[src/rtl/serial_adder_ctrl.sv]
// Bit-serial adder controller: one 1-bit full-adder cell stepped over WIDTH
// cycles, LSB first, behind a start/busy/done handshake.

// Single-bit full adder cell shared across all bit positions.
module full_adder_cell (
  input  logic a,
  input  logic b,
  input  logic ci,
  output logic s,
  output logic co
);

  assign s  = a ^ b ^ ci;
  assign co = (a & b) | (ci & (a ^ b));

endmodule

// state | meaning
// IDLE  | waiting for start; result outputs hold the last completed add
// RUN   | one operand bit pair per cycle through the cell, LSB first
// DONE  | one-cycle done pulse; a start here begins the next add at once
module serial_adder_ctrl #(
  parameter int WIDTH = 8
) (
  input  logic             clk,
  input  logic             rst_n,
  input  logic             start,
  input  logic [WIDTH-1:0] a,
  input  logic [WIDTH-1:0] b,
  input  logic             cin,
  output logic             busy,
  output logic             done,
  output logic [WIDTH-1:0] sum,
  output logic             cout,
  output logic             overflow
);

  localparam int CW = (WIDTH > 1) ? $clog2(WIDTH) : 1;
  localparam logic [CW-1:0] LAST = CW'(WIDTH - 1);

  typedef enum logic [1:0] {
    IDLE = 2'd0,
    RUN  = 2'd1,
    DONE = 2'd2
  } state_t;

  state_t           state;
  logic [WIDTH-1:0] sa;
  logic [WIDTH-1:0] sb;
  logic [WIDTH-1:0] res;
  logic             carry;
  logic [CW-1:0]    cnt;

  logic             cell_s;
  logic             cell_co;
  logic             load;
  logic [WIDTH-1:0] res_next;

  full_adder_cell u_cell (
    .a  (sa[0]),
    .b  (sb[0]),
    .ci (carry),
    .s  (cell_s),
    .co (cell_co)
  );

  // DONE also accepts start so a held start yields one add every WIDTH+1 cycles.
  assign load     = start && ((state == IDLE) || (state == DONE));
  assign res_next = {cell_s, res[WIDTH-1:1]};

  // Sequencer: operand shifting, carry chain, counter and registered outputs.
  always_ff @(posedge clk) begin
    if (!rst_n) begin
      state    <= IDLE;
      sa       <= '0;
      sb       <= '0;
      res      <= '0;
      carry    <= 1'b0;
      cnt      <= '0;
      busy     <= 1'b0;
      done     <= 1'b0;
      sum      <= '0;
      cout     <= 1'b0;
      overflow <= 1'b0;
    end else begin
      case (state)
        IDLE, DONE: begin
          done <= 1'b0;
          if (load) begin
            sa    <= a;
            sb    <= b;
            carry <= cin;
            res   <= '0;
            cnt   <= '0;
            busy  <= 1'b1;
            state <= RUN;
          end else begin
            busy  <= 1'b0;
            state <= IDLE;
          end
        end
        RUN: begin
          sa    <= sa >> 1;
          sb    <= sb >> 1;
          res   <= res_next;
          carry <= cell_co;
          cnt   <= cnt + CW'(1);
          if (cnt == LAST) begin
            // carry here is the carry into the MSB position
            sum      <= res_next;
            cout     <= cell_co;
            overflow <= carry ^ cell_co;
            busy     <= 1'b0;
            done     <= 1'b1;
            state    <= DONE;
          end
        end
        default: begin
          busy  <= 1'b0;
          done  <= 1'b0;
          state <= IDLE;
        end
      endcase
    end
  end

endmodule

[config.mk]
export PLATFORM = sky130hd
export DESIGN_NAME = serial_adder_ctrl
export DESIGN_NICKNAME = d
export VERILOG_FILES = /design/src/rtl/serial_adder_ctrl.sv
export SDC_FILE = /design/constraint.sdc
export NUM_CORES = 1
export LEC_CHECK = 0
export ABC_CLOCK_PERIOD_IN_PS = 1800
export CORE_MARGIN = 2
export CORE_UTILIZATION = 51
export CTS_BUF_LIST = sky130_fd_sc_hd__clkbuf_8 sky130_fd_sc_hd__clkbuf_16
export DETAILED_ROUTE_END_ITERATION = 10
export GPL_TIMING_DRIVEN = 0
export PLACE_DENSITY = 0.78
export SYNTH_ARGS = -nofsm -noshare
export SYNTH_HDL_FRONTEND = slang
export SYNTH_SLANG_ARGS = --single-unit
[constraint.sdc]
create_clock -name clk -period 1.8 [get_ports clk]
set_clock_uncertainty 0.15 [all_clocks]
set_input_delay 0.18 -clock clk [delete_from_list [all_inputs] [get_ports clk]]
set_output_delay 0.18 -clock clk [all_outputs]
set_load 0.01 [all_outputs]
==> Word level (Yosys, flattened, before mapping) <==
Index checks and enable logic that the tools add are counted.
{ "op_classes": {"n_addsub": 1, "n_eq_ne": 5, "n_mux": 16, "bitwise": 6, "reduce_logical": 8} }
{ "op_table": {"columns": ["op", "n"], "rows": [
  ["$pmux 8 s2", 3],
  ["$mux 8", 3],
  ["$pmux 3 s2", 1],
  ["$reduce_and 2->1", 3],
  ["$mux 1", 4],
  ["$ne 2x2->1 const B", 2],
  ["$pmux 1 s2", 2],
  ["$pmux 2 s2", 1],
  ["$add 3x1->3 const B", 1],
  ["$eq 3x3->1 const B", 1],
  ["$mux 3", 1],
  ["$xor 1x1->1", 3],
  ["$and 1x1->1", 2],
  ["$eq 2x1->1 const B", 1],
  ["$eq 2x2->1 const B", 1],
  ["$logic_not 2->1", 1],
  ["$mux 2", 1],
  ["$reduce_bool 2->1", 1],
  ["$reduce_or 2->1", 1],
  ["$logic_and 1x1->1", 1],
  ["$logic_or 1x1->1", 1],
  ["$or 1x1->1", 1]
]} }
{ "totals": {"ff_bits": 42, "inputBits": 20} }

==> Longest topological paths before layout <==
Gate-level depths: netlist (run 1).
{ "depth": {"word_depth": 5, "depth_mapped": 5, "ltp_nobuf": 5} }

==> By module <==
Synthesis (run 1) repeated with hierarchy kept, for this count alone.
{ "unflattened": {"hier_cells": 185, "area_unflattened_um2": 1722.9} }
{ "modules_own_cells": {"columns": ["mod", "n_inst", "cells_each", "area_per_inst_um2", "seq_area_each_um2"], "rows": [
  ["serial_adder_ctrl", 1, 184, 1702.9, 820.8],
  ["full_adder_cell", 1, 1, 20.0, 0.0]
]} }

==> Worst setup path before layout (run 1) <==
Ideal clock, no wire load.
{ "synth_timing": {"path_kind": "reg-to-reg", "start": "register cnt[0]", "end": "register cout", "arrival_ns": 1.121, "required_time_ns": 1.534, "slack_ns": 0.413, "stages_incl_launch_ff": 6, "path_buffers": 0, "path_cell_list": "dfxtp_1 ha_1 ha_1 nand3b_2 mux2i_1 nor2b_1"} }
{ "synth_via": {"elab_chain_cells": 2} }
{ "synth_rtl": {"columns": ["item", "line_no", "source"], "rows": [
  ["start: declaration", "52", "logic [CW-1:0] cnt;"],
  ["start signal: assignment", "107", "cnt <= cnt + CW'(1);"],
  ["$eq 3x3->1", "108", "if (cnt == LAST) begin"],
  ["$reduce_and 2->1 (no source line)", null, null],
  ["end signal: assignment", "111", "cout <= cell_co;"],
  ["end: declaration", "34", "output logic cout,"]
]} }
No other way between the ends.
A chain may end at the register's enable or synchronous reset.

==> Worst setup path after layout (run 1) <==
Same ends and word-level chain as after synthesis.

==> run_results.csv, run 1 <==
group,metric,value,unit
sta,tightest_slew,0.4548,ns
clocking,htree_levels,2,
worst_hold_path,hold-path-endpoint,"sum[4]$_SDFFE_PN0P_",
finish,stdcell_area,2201,sq um
floorplanning,die_w,62.02,um
sta,tns,0,ns
floorplanning,start_util,52.27,%
finish,area_delta_synth_final,28.21,%
yosys,ys.flop_type,"dfxtp_1",
pwr,p_switching,0.4530,mW
finish,most-common-layout-cells,"41 x dfxtp_1, 31 x clkdlybuf4s50_1, 21 x nand2_1",
sta,period_needed,1.629,ns
place,postPlaceCellArea,2085,sq um
routing,ant_nets,0,
grt,antenna_found_initial,0,
worst_setup_path,crit_type,"reg2reg",
run,drv_cap,0,
sta,rsz0062_at_grt,"no",
worst_hold_path,whs_path_depth,2,
routing,drc,0,
worst_setup_path,worstPathRequired,1.82,ns
sta,hold_ws,0.3029,ns
place,dp_slack,0.1422,ns
worst_hold_path,min_path_type,"reg2reg",
yosys,ys_types,31,
place,dp.cells,261,
sta,min_period_over_period,90.53,%
worst_setup_path,startpoint_type,"flop",
grt,grt_max_degree,13,
clocking,postCtsHoldBufs,0,
routing,wire_per_inst,13.69,um
grt,grt_use_total,21.02,%
yosys,synthArstFlopShare,0,%
clocking,clockRootBuffer,"clkbuf_8",
clocking,cts_made_buffers,5,
floorplanning,die_y,62.02,um
grt,grt_pass1_wl,5878,um
sta,hold_viol,0,
sta,finalWorstSetupSlack,0.1705,ns
sta,max_freq,613.7,MHz
worst_setup_path,worstPathArrival,1.65,ns
floorplanning,coreArea,3284,sq um
routing,firstDrtPassIters,4,
finish,final_nets,245,
place,hpwl,2669,um
pwr,irDropWorstVdd,0.0005121,V
worst_setup_path,worstPathMaxFanout,10,
place,gp_congestion,0.7816,
clocking,clk_latency,0.28,ns
worst_hold_path,worstHoldStart,"sum[4]$_SDFFE_PN0P_",
yosys,synth-seq-cells,41,
worst_setup_path,r2r-start,"cnt[0]$_SDFFE_PN0P_",
yosys,netlist_instances,184,
pwr,p_comb_share,13.4,%
sta,setup_violations,0,
yosys,seq_area_frac_synth,47.81,%
pwr,p_int,1.535,mW
clocking,post_cts_resized,0,
clocking,clk_pin_slew,0.07,ns
finish,final_util,67.01,%
pwr,p_sw_share,22.78,%
worst_setup_path,critPathCaptureType,"flop",
pwr,powerDensity,903.3,nW/um^2
pwr,power_frac_seq,49.4,%
finish,layout.cells.non_filler,269,
pwr,power,1.988,mW
worst_setup_path,reg2regPathDepth,5,
finish,drive_gt1_share,10.31,%
clocking,postCtsSetupRepairBufs,0,
sta,drv_slew,0,
routing,vias,1458,
yosys,syn-mean-instance-area,9.330,sq um
yosys,synth_edf_count,0,
yosys,syn-cell-area,1717,sq um
clocking,clock_path_buffers,2,
worst_setup_path,reg2reg_to,"cout$_SDFFE_PN0P_",
sta,maxSlewHeadroom,69.68,%
routing,drt_iter0_drc,73,
floorplanning,die-area,3846,sq um
finish,layout_commonest_cell,"dfxtp_1",
yosys,syn-num-nets,207,
clocking,tritoncts,"done",
routing,avgViaCountPerCell,5.420,
finish,diodes,0,
clocking,cts_sinks,41,
floorplanning,fp-row-count,21,
grt,gr-total-overflow,0,
pwr,power_frac_clock,37.2,%
worst_setup_path,r2r_slack,0.17,ns
routing,wl,3682,um
grt,grt_pass1_vias,1313,
yosys,ys_warn_count,0,
place,io_buffers,31,
pwr,power_leakage,0.8335,nW
status,status,"completed",
floorplanning,io-pin-count,32,
-- cells by family (layout without fill, tap and decap cells) --
| kind of cell | Yosys count | after routing | synth area share, % |
|---|---|---|---|
| flops | 41 | 41 | 47.81 |
| buf+inv | 17 | 56 | 7.653 |
| simple gates | 81 | 81 | 22.67 |
| compound gates | 40 | 40 | 18.15 |
| xor+xnor | 1 | 1 | 0.5103 |
| fa+ha+maj | 3 | 3 | 2.624 |
| mux | 1 | 1 | 0.5831 |
-- sequential cells by signal, summed over array words and instances (netlist names) --
signal and flops:
sa 8, sb 8, sum 8, res 7, cnt 3, state 2, busy 1, carry 1
cout 1, done 1, overflow 1
-- power by group through the flow --
| stage | combinational (mW) | clock [mW] | sequential [mW] |
|---|---|---|---|
| 5_1_grt | 0.291 | 0.788 | 0.989 |
| 3_5_place_dp | 0.264 | 0 | 1.00 |
| 2_1_floorplan | 0.176 | 0 | 0.996 |
| 6_report | 0.266 | 0.739 | 0.983 |
| 3_3_place_gp | 0.257 | 0 | 1.00 |
| 4_1_cts | 0.265 | 0.748 | 0.982 |
-- routing by layer --
metal | global-route usage [%] | vias to the layer above | wire length [um]
met3 | 4.348 | 5 | 132
met5 | 0 | - | 0
li1 | - | 729 | -
met1 | 25.19 | 693 | 1617
met4 | 6.383 | 0 | 40
met2 | 37.50 | 31 | 1891
-- synth_stat cells (2+ instances only) --
master,number,area (sq um)
nor2b_1,2,12.51
and3_1,2,12.51
nor3_1,14,70.07
buf_6,4,45.04
a21boi_0,6,45.04
o221ai_1,14,122.6
o21ai_0,2,10.01
nand2_1,21,78.83
a21boi_1,14,105.1
dfxtp_1,41,820.8
nand3_1,19,95.09
buf_8,2,30.03
nor2_1,16,60.06
ha_1,2,25.02
buf_4,2,15.01
clkbuf_1,3,11.26
buf_2,6,30.03
-- critical path, stage by stage, from the launching register on --
cell and delay [ns]:
dfxtp_1 0.33, ha_1 0.21, ha_1 0.25, nand3b_2 0.24
mux2i_1 0.26, nor2b_1 0.08
-- worst max path at each step --
stage                        startpoint                 end  slack, ns  depth (start not counted)
floorplan           cnt[0]$_SDFFE_PN0P_   cout$_SDFFE_PN0P_       0.41                          5
global placement                  start  sa[0]$_SDFFE_PN0P_       0.22                          6
detailed placement                start  sa[6]$_SDFFE_PN0P_       0.14                          6
CTS                 cnt[0]$_SDFFE_PN0P_   cout$_SDFFE_PN0P_       0.14                          5
global route        cnt[0]$_SDFFE_PN0P_   cout$_SDFFE_PN0P_       0.05                          5
finish              cnt[0]$_SDFFE_PN0P_   cout$_SDFFE_PN0P_       0.17                          5
-- layout make-up --
type | count | area (sq um)
Buffer | 17 | 131.4
Clock buffer | 6 | 82.58
Clock inverter | 2 | 33.78
Fill cell | 304 | 1084
Multi-Input combinational cell | 126 | 764.5
Sequential cell | 41 | 820.8
Tap cell | 46 | 57.56
Timing Repair Buffer | 31 | 310.3
Note: power is estimated with default switching activity, not from simulation.
==> inputs of run 2 (changes only) <==
--- a/config.mk
+++ b/config.mk
@@ -11,6 +11,7 @@
 export CTS_BUF_LIST = sky130_fd_sc_hd__clkbuf_8 sky130_fd_sc_hd__clkbuf_16
 export DETAILED_ROUTE_END_ITERATION = 10
 export GPL_TIMING_DRIVEN = 0
+export HOLD_SLACK_MARGIN = 0.15
 export PLACE_DENSITY = 0.78
 export SYNTH_ARGS = -nofsm -noshare
 export SYNTH_HDL_FRONTEND = slang
==> results of run 2 <==
Same layout as run 1: the final DEF is identical, and so are final timing and power.
